File: src/rtl/madd_approx_eval.sv
// Two-stage multiply-add evaluator: exact a*b+c against a truncated approximation, with running error stats.
// Latency 2 cycles; valid/ready on both sides, holds 2 samples under backpressure, stats update on output handshake.
module madd_approx_eval #(
    parameter int N     = 6,
    parameter int TRUNC = 8,
    parameter int CNT_W = 32,
    parameter int SUM_W = 40
) (
    input  logic             clk,
    input  logic             rst_n,
    input  logic             in_valid,
    output logic             in_ready,
    input  logic [N-1:0]     in_a,
    input  logic [N-1:0]     in_b,
    input  logic [N-1:0]     in_c,
    input  logic [1:0]       in_mode,
    output logic             out_valid,
    input  logic             out_ready,
    output logic [2*N-1:0]   out_exact,
    output logic [2*N-1:0]   out_approx,
    output logic [2*N-1:0]   out_err,
    input  logic             stat_clr,
    output logic [CNT_W-1:0] stat_samples,
    output logic [CNT_W-1:0] stat_errs,
    output logic [2*N-1:0]   stat_max_err,
    output logic [SUM_W-1:0] stat_sum_err
);
    localparam int W = 2 * N;
    // Ones in the TRUNC result columns that the approximations discard.
    localparam logic [W-1:0] LOW_MASK = {W{1'b1}} >> (W - TRUNC);

    logic             s1_vld_q;
    logic [N-1:0]     s1_a_q, s1_b_q, s1_c_q;
    logic [1:0]       s1_mode_q;
    logic             out_vld_q;
    logic [W-1:0]     exact_q, approx_q, err_q;
    logic [CNT_W-1:0] samples_q, samples_d, errs_q, errs_d;
    logic [W-1:0]     max_q, max_d;
    logic [SUM_W-1:0] sum_q, sum_d;

    logic         out_adv, s1_adv, in_hs, out_hs;
    logic [W-1:0] exact_d, approx_d, err_d, col_d;
    logic [SUM_W:0] sum_ext;

    assign out_adv  = !out_vld_q || out_ready;
    assign s1_adv   = s1_vld_q && out_adv;
    assign in_ready = !s1_vld_q || s1_adv;
    assign in_hs    = in_valid && in_ready;
    assign out_hs   = out_vld_q && out_ready;

    always_comb begin
        exact_d = {{N{1'b0}}, s1_a_q} * {{N{1'b0}}, s1_b_q} + {{N{1'b0}}, s1_c_q};
        col_d   = '0;
        for (int i = 0; i < N; i++) begin
            for (int j = 0; j < N; j++) begin
                if (s1_a_q[i] && s1_b_q[j] && (i + j) >= TRUNC)
                    col_d = col_d + (W'(1) << (i + j));
            end
        end
        case (s1_mode_q)
            2'd0:    approx_d = exact_d;
            2'd1:    approx_d = exact_d & ~LOW_MASK;
            default: approx_d = col_d + ({{N{1'b0}}, s1_c_q} & ~LOW_MASK);
        endcase
        err_d = exact_d - approx_d;
    end

    always_comb begin
        samples_d = samples_q;
        errs_d    = errs_q;
        max_d     = max_q;
        sum_d     = sum_q;
        sum_ext   = {1'b0, sum_q} + {{(SUM_W + 1 - W){1'b0}}, err_q};
        if (stat_clr) begin
            // A handshake coinciding with the clear becomes the first sample of the new window.
            samples_d = out_hs ? CNT_W'(1) : '0;
            errs_d    = (out_hs && err_q != '0) ? CNT_W'(1) : '0;
            max_d     = out_hs ? err_q : '0;
            sum_d     = out_hs ? SUM_W'(err_q) : '0;
        end else if (out_hs) begin
            if (samples_q != {CNT_W{1'b1}})
                samples_d = samples_q + 1'b1;
            if (err_q != '0 && errs_q != {CNT_W{1'b1}})
                errs_d = errs_q + 1'b1;
            if (err_q > max_q)
                max_d = err_q;
            sum_d = sum_ext[SUM_W] ? {SUM_W{1'b1}} : sum_ext[SUM_W-1:0];
        end
    end

    always_ff @(posedge clk or negedge rst_n) begin
        if (!rst_n) begin
            s1_vld_q  <= 1'b0;
            s1_a_q    <= '0;
            s1_b_q    <= '0;
            s1_c_q    <= '0;
            s1_mode_q <= '0;
            out_vld_q <= 1'b0;
            exact_q   <= '0;
            approx_q  <= '0;
            err_q     <= '0;
            samples_q <= '0;
            errs_q    <= '0;
            max_q     <= '0;
            sum_q     <= '0;
        end else begin
            if (in_ready) begin
                s1_vld_q <= in_valid;
                if (in_valid) begin
                    s1_a_q    <= in_a;
                    s1_b_q    <= in_b;
                    s1_c_q    <= in_c;
                    s1_mode_q <= in_mode;
                end
            end
            if (out_adv) begin
                out_vld_q <= s1_vld_q;
                if (s1_vld_q) begin
                    exact_q  <= exact_d;
                    approx_q <= approx_d;
                    err_q    <= err_d;
                end
            end
            samples_q <= samples_d;
            errs_q    <= errs_d;
            max_q     <= max_d;
            sum_q     <= sum_d;
        end
    end

    assign out_valid    = out_vld_q;
    assign out_exact    = exact_q;
    assign out_approx   = approx_q;
    assign out_err      = err_q;
    assign stat_samples = samples_q;
    assign stat_errs    = errs_q;
    assign stat_max_err = max_q;
    assign stat_sum_err = sum_q;
endmodule

File: config.mk
export PLATFORM = sky130hd
export DESIGN_NAME = madd_approx_eval
export DESIGN_NICKNAME = d
export VERILOG_FILES = /design/src/rtl/madd_approx_eval.sv
export SDC_FILE = /design/constraint.sdc
export NUM_CORES = 1
export LEC_CHECK = 0
export CAP_MARGIN = 15
export CORE_ASPECT_RATIO = 0.5
export CORE_MARGIN = 2
export CORE_UTILIZATION = 30
export CTS_CLUSTER_DIAMETER = 80
export DETAILED_ROUTE_END_ITERATION = 8
export PLACE_DENSITY = 0.58
export SYNTH_ARGS = -nofsm -noshare
export SYNTH_HDL_FRONTEND = slang
export SYNTH_SLANG_ARGS = --single-unit
File: constraint.sdc
create_clock -name clk -period 14.5 [get_ports clk]
set_input_delay 2.9 -clock clk [delete_from_list [all_inputs] [get_ports clk]]
set_output_delay 2.9 -clock clk [all_outputs]
set_load 0.03 [all_outputs]
Yosys cells after proc, flatten, opt, wreduce, memory -nomap -nowiden
Cells that the tools add are included.
Cells by class
  div/mod/pow operators: 0
  muxes and demuxes: 23
  eq/ne operators: 3
  shift operators: 0
  multipliers: 1
  $add $sub $neg: 10
  reductions and logical operators: 25
  $lt $le $gt $ge: 1
  bitwise logic cells: 0
Operators by type and width (count)
  $mux 32: 6
  $mux 12: 10
  $mux 40: 3
  $add 32x1->32 const B: 2
  $ne 32x32->1 const B: 2
  $add 40x12->41: 1
  $add 12x10->12 const B: 2
  $pmux 12 s2: 1
  $add 12x11->12 const B: 1
  $add 12x6->12: 1
  $add 12x9->12 const B: 1
  $gt 12x12->1: 1
  $mul 6x6->12: 1
  $reduce_bool 12->1: 1
  $sub 12x12->12: 1
  $add 9x9->10 const B: 1
  $logic_and 1x1->1: 10
  $reduce_and 2->1: 5
  $mux 9: 1
  $reduce_bool 2->1: 4
  $eq 2x1->1 const B: 1
  $logic_not 1->1: 2
  $logic_not 2->1: 1
  $logic_or 1x1->1: 2
  $mux 1: 2
Word-level totals
  register bits after elaboration: 174
  bits in read-only memories: 0
  RAM bits: 0
  memories kept: 0
  output and inout port bits: 154
  input port bits: 25
  latch bits: 0

Longest topological paths before layout
Gate-level depths: netlist of run 1.
  word-level depth: 14
  depth in mapped cells: 22
  gate-level depth less buffers: 22

Worst setup path before layout of run 1
No wires, ideal clock.
  path kind: input to output
  start point: in out_ready
  end point: out in_ready
  data arrival time: 3.252 ns
  stages: 1
  buffers on the path: 0
  path slack: 8.348 ns
  cells stage by stage: nand3b_1
Between the ends
  word-level cells in the longest chain between the ends: 3
RTL lines
  start, declared: RTL line 18  | input logic out_ready,
  $logic_or 1x1->1: RTL line 45  | assign out_adv = !out_vld_q || out_ready;
  $logic_and 1x1->1: RTL line 46  | assign s1_adv = s1_vld_q && out_adv;
  $logic_or 1x1->1: RTL line 47  | assign in_ready = !s1_vld_q || s1_adv;
  end, declared: RTL line 12  | output logic in_ready,
No other way between the ends.

Worst setup path after layout of run 1
Same ends and word-level chain as after synthesis.

==> impl_metrics.yaml, run 1 <==
synth:
  avgSynthCellArea_um2: 9.43
  netlist_instances: 1164
  synth.distinct_cells: 71
  synthArstFlopShare: 1.00
  synth_edf_count: 0
  synth-adder-area-share: 0.121
  netlist_top_cells_area: "dfrtp_1 40%, ha_1 7.9%, fa_1 4.2%"
  yosysMostFrequentCell: "dfrtp_1"
  netlist_area_um2: 11000
  synth_area_leader_cell: "dfrtp_1"
  ys_ff_latch: 174
  synth_mux_area_frac: 0.0394
  synth_common_cells: "174 x dfrtp_1, 115 x nor2_1, 103 x nand2_1"
  post_synth_and_or_nand_nor_area_fraction: 0.221
  synthFlopType: "dfrtp_1"
  syn_nets: 1281
  yosysSeqAreaShare: 0.397
  synth_top_family_by_area: "simple AND/OR/NAND/NOR gates"
  synth-compound-area-share: 0.124
  synth-xor-area-share: 0.0630
  yosysTopAreaCellShare: 0.397
  yosysWarnings: 0
layout:
  nFillCells: 3514
  final_nets: 1445
  area_growth_pct: 25.8
  fin_cells: 1825
  antenna_cells: 0
  drive_gt1_frac: 0.0776
detailed_routing:
  ant_nets: 0
  first_pass_iters: 4
  detail_route.iter0.violations: 583
  totalWireLength_mm: 29.4
  avgRoutedWirePerCell_um: 16.1
  avgViaCountPerCell: 5.03
  vias: 9176
  drc: 0
clock_network:
  clock_sinks: 174
  post_cts_buffers: 0
  max-clock-path-buffers: 2
  cts-root-buf: "clkbuf_16"
  cts-buffers-inserted: 17
  htree_levels: 4
  ctsHoldBuffers: 0
  cts-resized-gates: 0
  clk-insertion-delay-late_ns: 0.45
  cts_tree: "built"
  clkTransAtPathRegs_ns: 0.07
global_routing:
  grt_busiest_layer: "met2"
  overflow: 0
  gr-usage-met1: 0.187
  antenna_found_initial: 0
  gr-usage-all-layers: 0.158
  met3_usage: 0.0300
  grt_max_degree: 72
  grt_first_pass_wirelength_mm: 48.5
  grt_pass1_vias: 9367
  grtUsageMet2: 0.283
worst_setup_path:
  worstReg2RegStart: "s1_b_q[1]"
  cp-end-kind: "output port"
  cpPeakStageDelay_ns: 0.70
  worstSetupPathType: "input port to output port"
  crit_slowest_cell: "clkdlybuf4s50_1"
  start_kind: "input port"
  path_max_fanout: 5
  r2r_slack_ns: 8.75
  crit_chain: "clkdlybuf4s50_1 -> nand3b_1 -> clkdlybuf4s50_1"
  path_buf_inv: 2
  critPathRequiredTime_ns: 11.60
  crit_family: "buffers and inverters"
  rr_worst_depth: 21
  cp.arrival_ns: 4.33
  r2r-end: "out_err[11]"
  cpMostUsedCell: "clkdlybuf4s50_1"
floorplan:
  die_area_um2: 38200
  start_util: 0.305
  num_rows: 49
  dieHeight_um: 139
  die_w_um: 275
  ios: 179
  core_region_area_um2: 36000
sta:
  fin_crit_sh: 0.499
  rsz0062_at_grt: "false"
  period_minus_slack_ns: 7.23
  timing.slew.headroom: 0.261
  holdWs_ns: 0.481
  finalHoldViolCount: 0
  slew_viol_final: 0
  tightest_slew_ns: 1.10
  max_clock_freq_mhz: 138
  setup_ws_ns: 7.27
  finClkSkew_ns: 0.0119
  setup_violations: 0
  setup_tns_ns: 0
power:
  fin_total_pwr_w: 0.00308
  ir_worst_vdd_uv: 195
  power_density_nw_per_um2: 223
  p_leak_nw: 5.76
min_path:
  hold_path_class: "register to register"
  hp-start: "out_approx[5]"
  min_path_cells: 2
  hold_path_end: "out_approx[5]"
place:
  dp.cells: 1793
  dp_hpwl_mm: 21.6
  portBuffers: 178
  place.gp.congestion: 0.848
  pre_cts_ws_ns: 7.28
run_status:
  status: "finished clean"
flow_run:
  drv_cap: 0
-- logic make-up after synthesis --
logic type                 after synthesis
adders and majority gates               92
xor gates and xnor gates                79
buffers and inverters                   99
DFF                                    174
AOI/OAI and AO/OA                      207
and+or+nand+nor                        474
muxes                                   39
-- registers in the layout (all words and copies together), names as in the netlist --
register,flops
out_approx,12
out_err,12
out_exact,12
out_valid,1
s1_a_q,6
s1_b_q,6
s1_c_q,6
s1_mode_q,2
s1_vld_q,1
stat_errs,32
stat_max_err,12
stat_samples,32
stat_sum_err,40
-- metal layers --
metal | up-vias | part of all wire
li1 | 4448 | -
met1 | 4548 | 0.43
met2 | 146 | 0.53
met3 | 34 | 0.028
met4 | 0 | 0.020
met5 | - | 0
-- power by group --
group          total, W  internal (W)  switching [W]  leakage [nW]
clock network  0.000452      0.000230       0.000222         0.276
registers      0.000688      0.000576       0.000112          2.30
logic           0.00194      0.000840        0.00110          3.19
total           0.00308       0.00165        0.00144          5.76
-- how the worst max path moves through the flow --
stage | start | endpoint | slack (ns) | cells past startpoint
finish | out_ready | in_ready | 7.27 | 3
global route | out_ready | in_ready | 7.24 | 3
CTS | out_ready | in_ready | 7.27 | 3
detailed placement | out_ready | in_ready | 7.28 | 3
global placement | out_ready | in_ready | 7.30 | 3
floorplan | out_ready | in_ready | 8.35 | 1
-- metrics by stage --
step	util	instance area [um2]
final	0.384	13800
after global routing	0.384	13800
after CTS	0.384	13800
after detailed placement	0.368	13200
after global placement	0.368	13200
after floorplan	-	11000
-- worst min-delay path, delay by kind of cell, from the launching register on --
kind	cells	cell delay, ns
compound gates	1	0.06
flops	1	0.34
simple gates	1	0.04
-- layout by cell type, fill, tap and decap left out, types with 5 or more instances in the layout --
cell / synthesis / routed
clkdlybuf4s50_1: 0 / 176
dfrtp_1: 174 / 174
nor2_1: 115 / 115
nand2_1: 103 / 102
ha_1: 69 / 69
inv_1: 61 / 61
o21ai_0: 58 / 58
nand3_1: 50 / 50
xor2_1: 43 / 43
a21oi_1: 38 / 38
xnor2_1: 36 / 36
and2_1: 34 / 34
mux2_2: 34 / 34
nor3_1: 30 / 30
nand4_1: 28 / 28
fa_1: 23 / 23
a21o_1: 19 / 19
and3_1: 18 / 18
nor4_1: 17 / 17
clkbuf_16: 0 / 17
a31oi_1: 15 / 15
a22o_1: 14 / 14
nand2b_1: 12 / 12
or3_1: 12 / 12
inv_6: 0 / 10
or2_2: 9 / 9
a211oi_1: 9 / 9
nor2b_1: 8 / 8
and4_1: 8 / 8
o22ai_1: 7 / 7
o211ai_1: 7 / 7
o31ai_1: 6 / 6
buf_4: 1 / 6
mux2i_1: 5 / 5
-- area by class of cell --
class                   instances  area (um2)  share of cell area
multi-input cells             891        6240               0.452
flip-flops and latches        174        4350               0.315
inverters                      61         229              0.0166
clock inverters                14         120             0.00870
well taps                     484         606              0.0439
repair buffers                183        1820               0.132
clock buffers                  18         439              0.0318
Note: power is estimated with default switching activity, not from simulation.
==> inputs of run 2 (changes only) <==
Clock period 14.5 ns to 6.93 ns, I/O delays scaled along.
==> run 2 against run 1 <==
  * Via count is 1.1% higher
  * Flip-flop and latch count stayed put
  * Global-route usage is 0.084 points higher
  * Critical endpoint is now out_err[10]
==> impl_metrics.yaml, run 2 (synthesis gave the netlist of run 1 again) <==
place:
  dp.cells: 1793
  dp_hpwl_mm: 22.0
  pre_cts_ws_ns: 1.40
  portBuffers: 178
  place.gp.congestion: 0.839
clock_network:
  max-clock-path-buffers: 2
  post_cts_buffers: 0
  clock_sinks: 174
  htree_levels: 4
  clkTransAtPathRegs_ns: 0.07
  cts_tree: "built"
  clk-insertion-delay-late_ns: 0.44
  cts-resized-gates: 0
  cts-root-buf: "clkbuf_16"
  cts-buffers-inserted: 17
  ctsHoldBuffers: 0
run_status:
  status: "finished clean"
worst_setup_path:
  crit_start: "s1_a_q[3]"
  start_kind: "register"
  cp.arrival_ns: 5.80
  rr_worst_depth: 20
  cp-end-kind: "register"
  r2r_slack_ns: 1.41
  worstReg2RegStart: "s1_a_q[3]"
  setup.worst_path.end: "out_err[10]"
  r2r-end: "out_err[10]"
  critPathRequiredTime_ns: 7.21
  worstSetupPathType: "register to register"
  path_max_fanout: 7
layout:
  antenna_cells: 0
  final_nets: 1446
  drive_gt1_frac: 0.0775
  fin_cells: 1826
  area_growth_pct: 26.1
  layout_common_cells: "176 x clkdlybuf4s50_1, 174 x dfrtp_1, 115 x nor2_1"
  largest_reg_flops: 40
  final_core_util: 0.384
  final_common_cell: "clkdlybuf4s50_1"
detailed_routing:
  first_pass_iters: 4
  avgRoutedWirePerCell_um: 16.5
  vias: 9278
  totalWireLength_mm: 30.1
  drc: 0
  avgViaCountPerCell: 5.08
  detail_route.iter0.violations: 530
  ant_nets: 0
floorplan:
  core_region_area_um2: 36000
  die_area_um2: 38200
  start_util: 0.305
  dieHeight_um: 139
  num_rows: 49
  ios: 179
  die_w_um: 275
power:
  ir_worst_vdd_uv: 356
  fin_total_pwr_w: 0.00649
  p_leak_nw: 5.76
  power_density_nw_per_um2: 469
sta:
  slew_viol_final: 0
  rsz0062_at_grt: "false"
  max_clock_freq_mhz: 181
  fin_crit_sh: 0.797
  setup_tns_ns: 0
  finalHoldViolCount: 0
  period_minus_slack_ns: 5.52
  timing.slew.headroom: 0.321
  tightest_slew_ns: 1.01
  finClkSkew_ns: 0.00943
  setup_violations: 0
  setup_ws_ns: 1.41
global_routing:
  grt_max_degree: 71
  gr-usage-all-layers: 0.158
  grt_first_pass_wirelength_mm: 48.7
  gr-usage-met1: 0.189
  grtUsageMet2: 0.288
  grt_busiest_layer: "met2"
  antenna_found_initial: 0
  grt_pass1_vias: 9273
  overflow: 0
  met3_usage: 0.0293
min_path:
  hold_path_class: "register to register"
flow_run:
  drv_cap: 0
run 2: cell count changes in the layout (fill, tap and decap cells not counted), sizes merged:
cell,before,now
bufinv,0,2
clkinv,2,4
clkinvlp,1,6
inv,72,62
buf,7,8
clkbuf,18,19
run 2: area by class of cell:
cell class | instances | area [um2]
inverter | 61 | 229
tap | 484 | 606
multi-input combinational | 891 | 6240
sequential | 174 | 4350
fill | 3504 | 22200
timing repair buffer | 184 | 1830
clock inverter | 13 | 141
clock buffer | 19 | 443
run 2: critical path, cell delays in order, from the launching register on:
cell and delay, ns:
dfrtp_1 0.44, and2_1 0.18, fa_1 0.54, inv_1 0.05
fa_1 0.47, inv_1 0.05, fa_1 0.52, inv_1 0.05
fa_1 0.49, inv_1 0.04, ha_1 0.36, a2111oi_0 0.57
or2_2 0.24, xor2_1 0.08, mux2_2 0.29, ha_1 0.32
o21a_1 0.15, a21oi_1 0.07, o21ai_0 0.23, xnor2_1 0.15
o21ai_0 0.09
run 2: metal layers:
metal  up-vias  share of wire
met3        33          0.032
li1       4459              -
met2       201           0.53
met4         0          0.018
met1      4585           0.42
met5         -              0
run 2: worst min-delay path by stage:
| stage | slack (ns) | depth (start not counted) | startpoint | to |
|---|---|---|---|---|
| 2_1_floorplan | 0.46 | 1 | s1_vld_q | out_valid |
| 3_3_place_gp | 0.47 | 2 | out_exact[0] | out_exact[0] |
| 3_5_place_dp | 0.47 | 2 | out_approx[1] | out_approx[1] |
| 4_1_cts | 0.48 | 2 | out_approx[1] | out_approx[1] |
| 5_1_grt | 0.50 | 2 | out_approx[1] | out_approx[1] |
| 6_report | 0.48 | 2 | out_approx[1] | out_approx[1] |
run 2: per-stage QoR:
step / hold WS (ns) / instance area [um2]
floorplan: 0.457 / 11000
global placement: 0.474 / 13200
detailed placement: 0.470 / 13200
CTS: 0.485 / 13800
global route: 0.503 / 13800
finish: 0.478 / 13800
run 2: where the power goes:
part           internal (W)  switching, W
Clock              0.000541      0.000434
Sequential          0.00121      0.000236
Combinational       0.00176       0.00231
Total               0.00351       0.00298
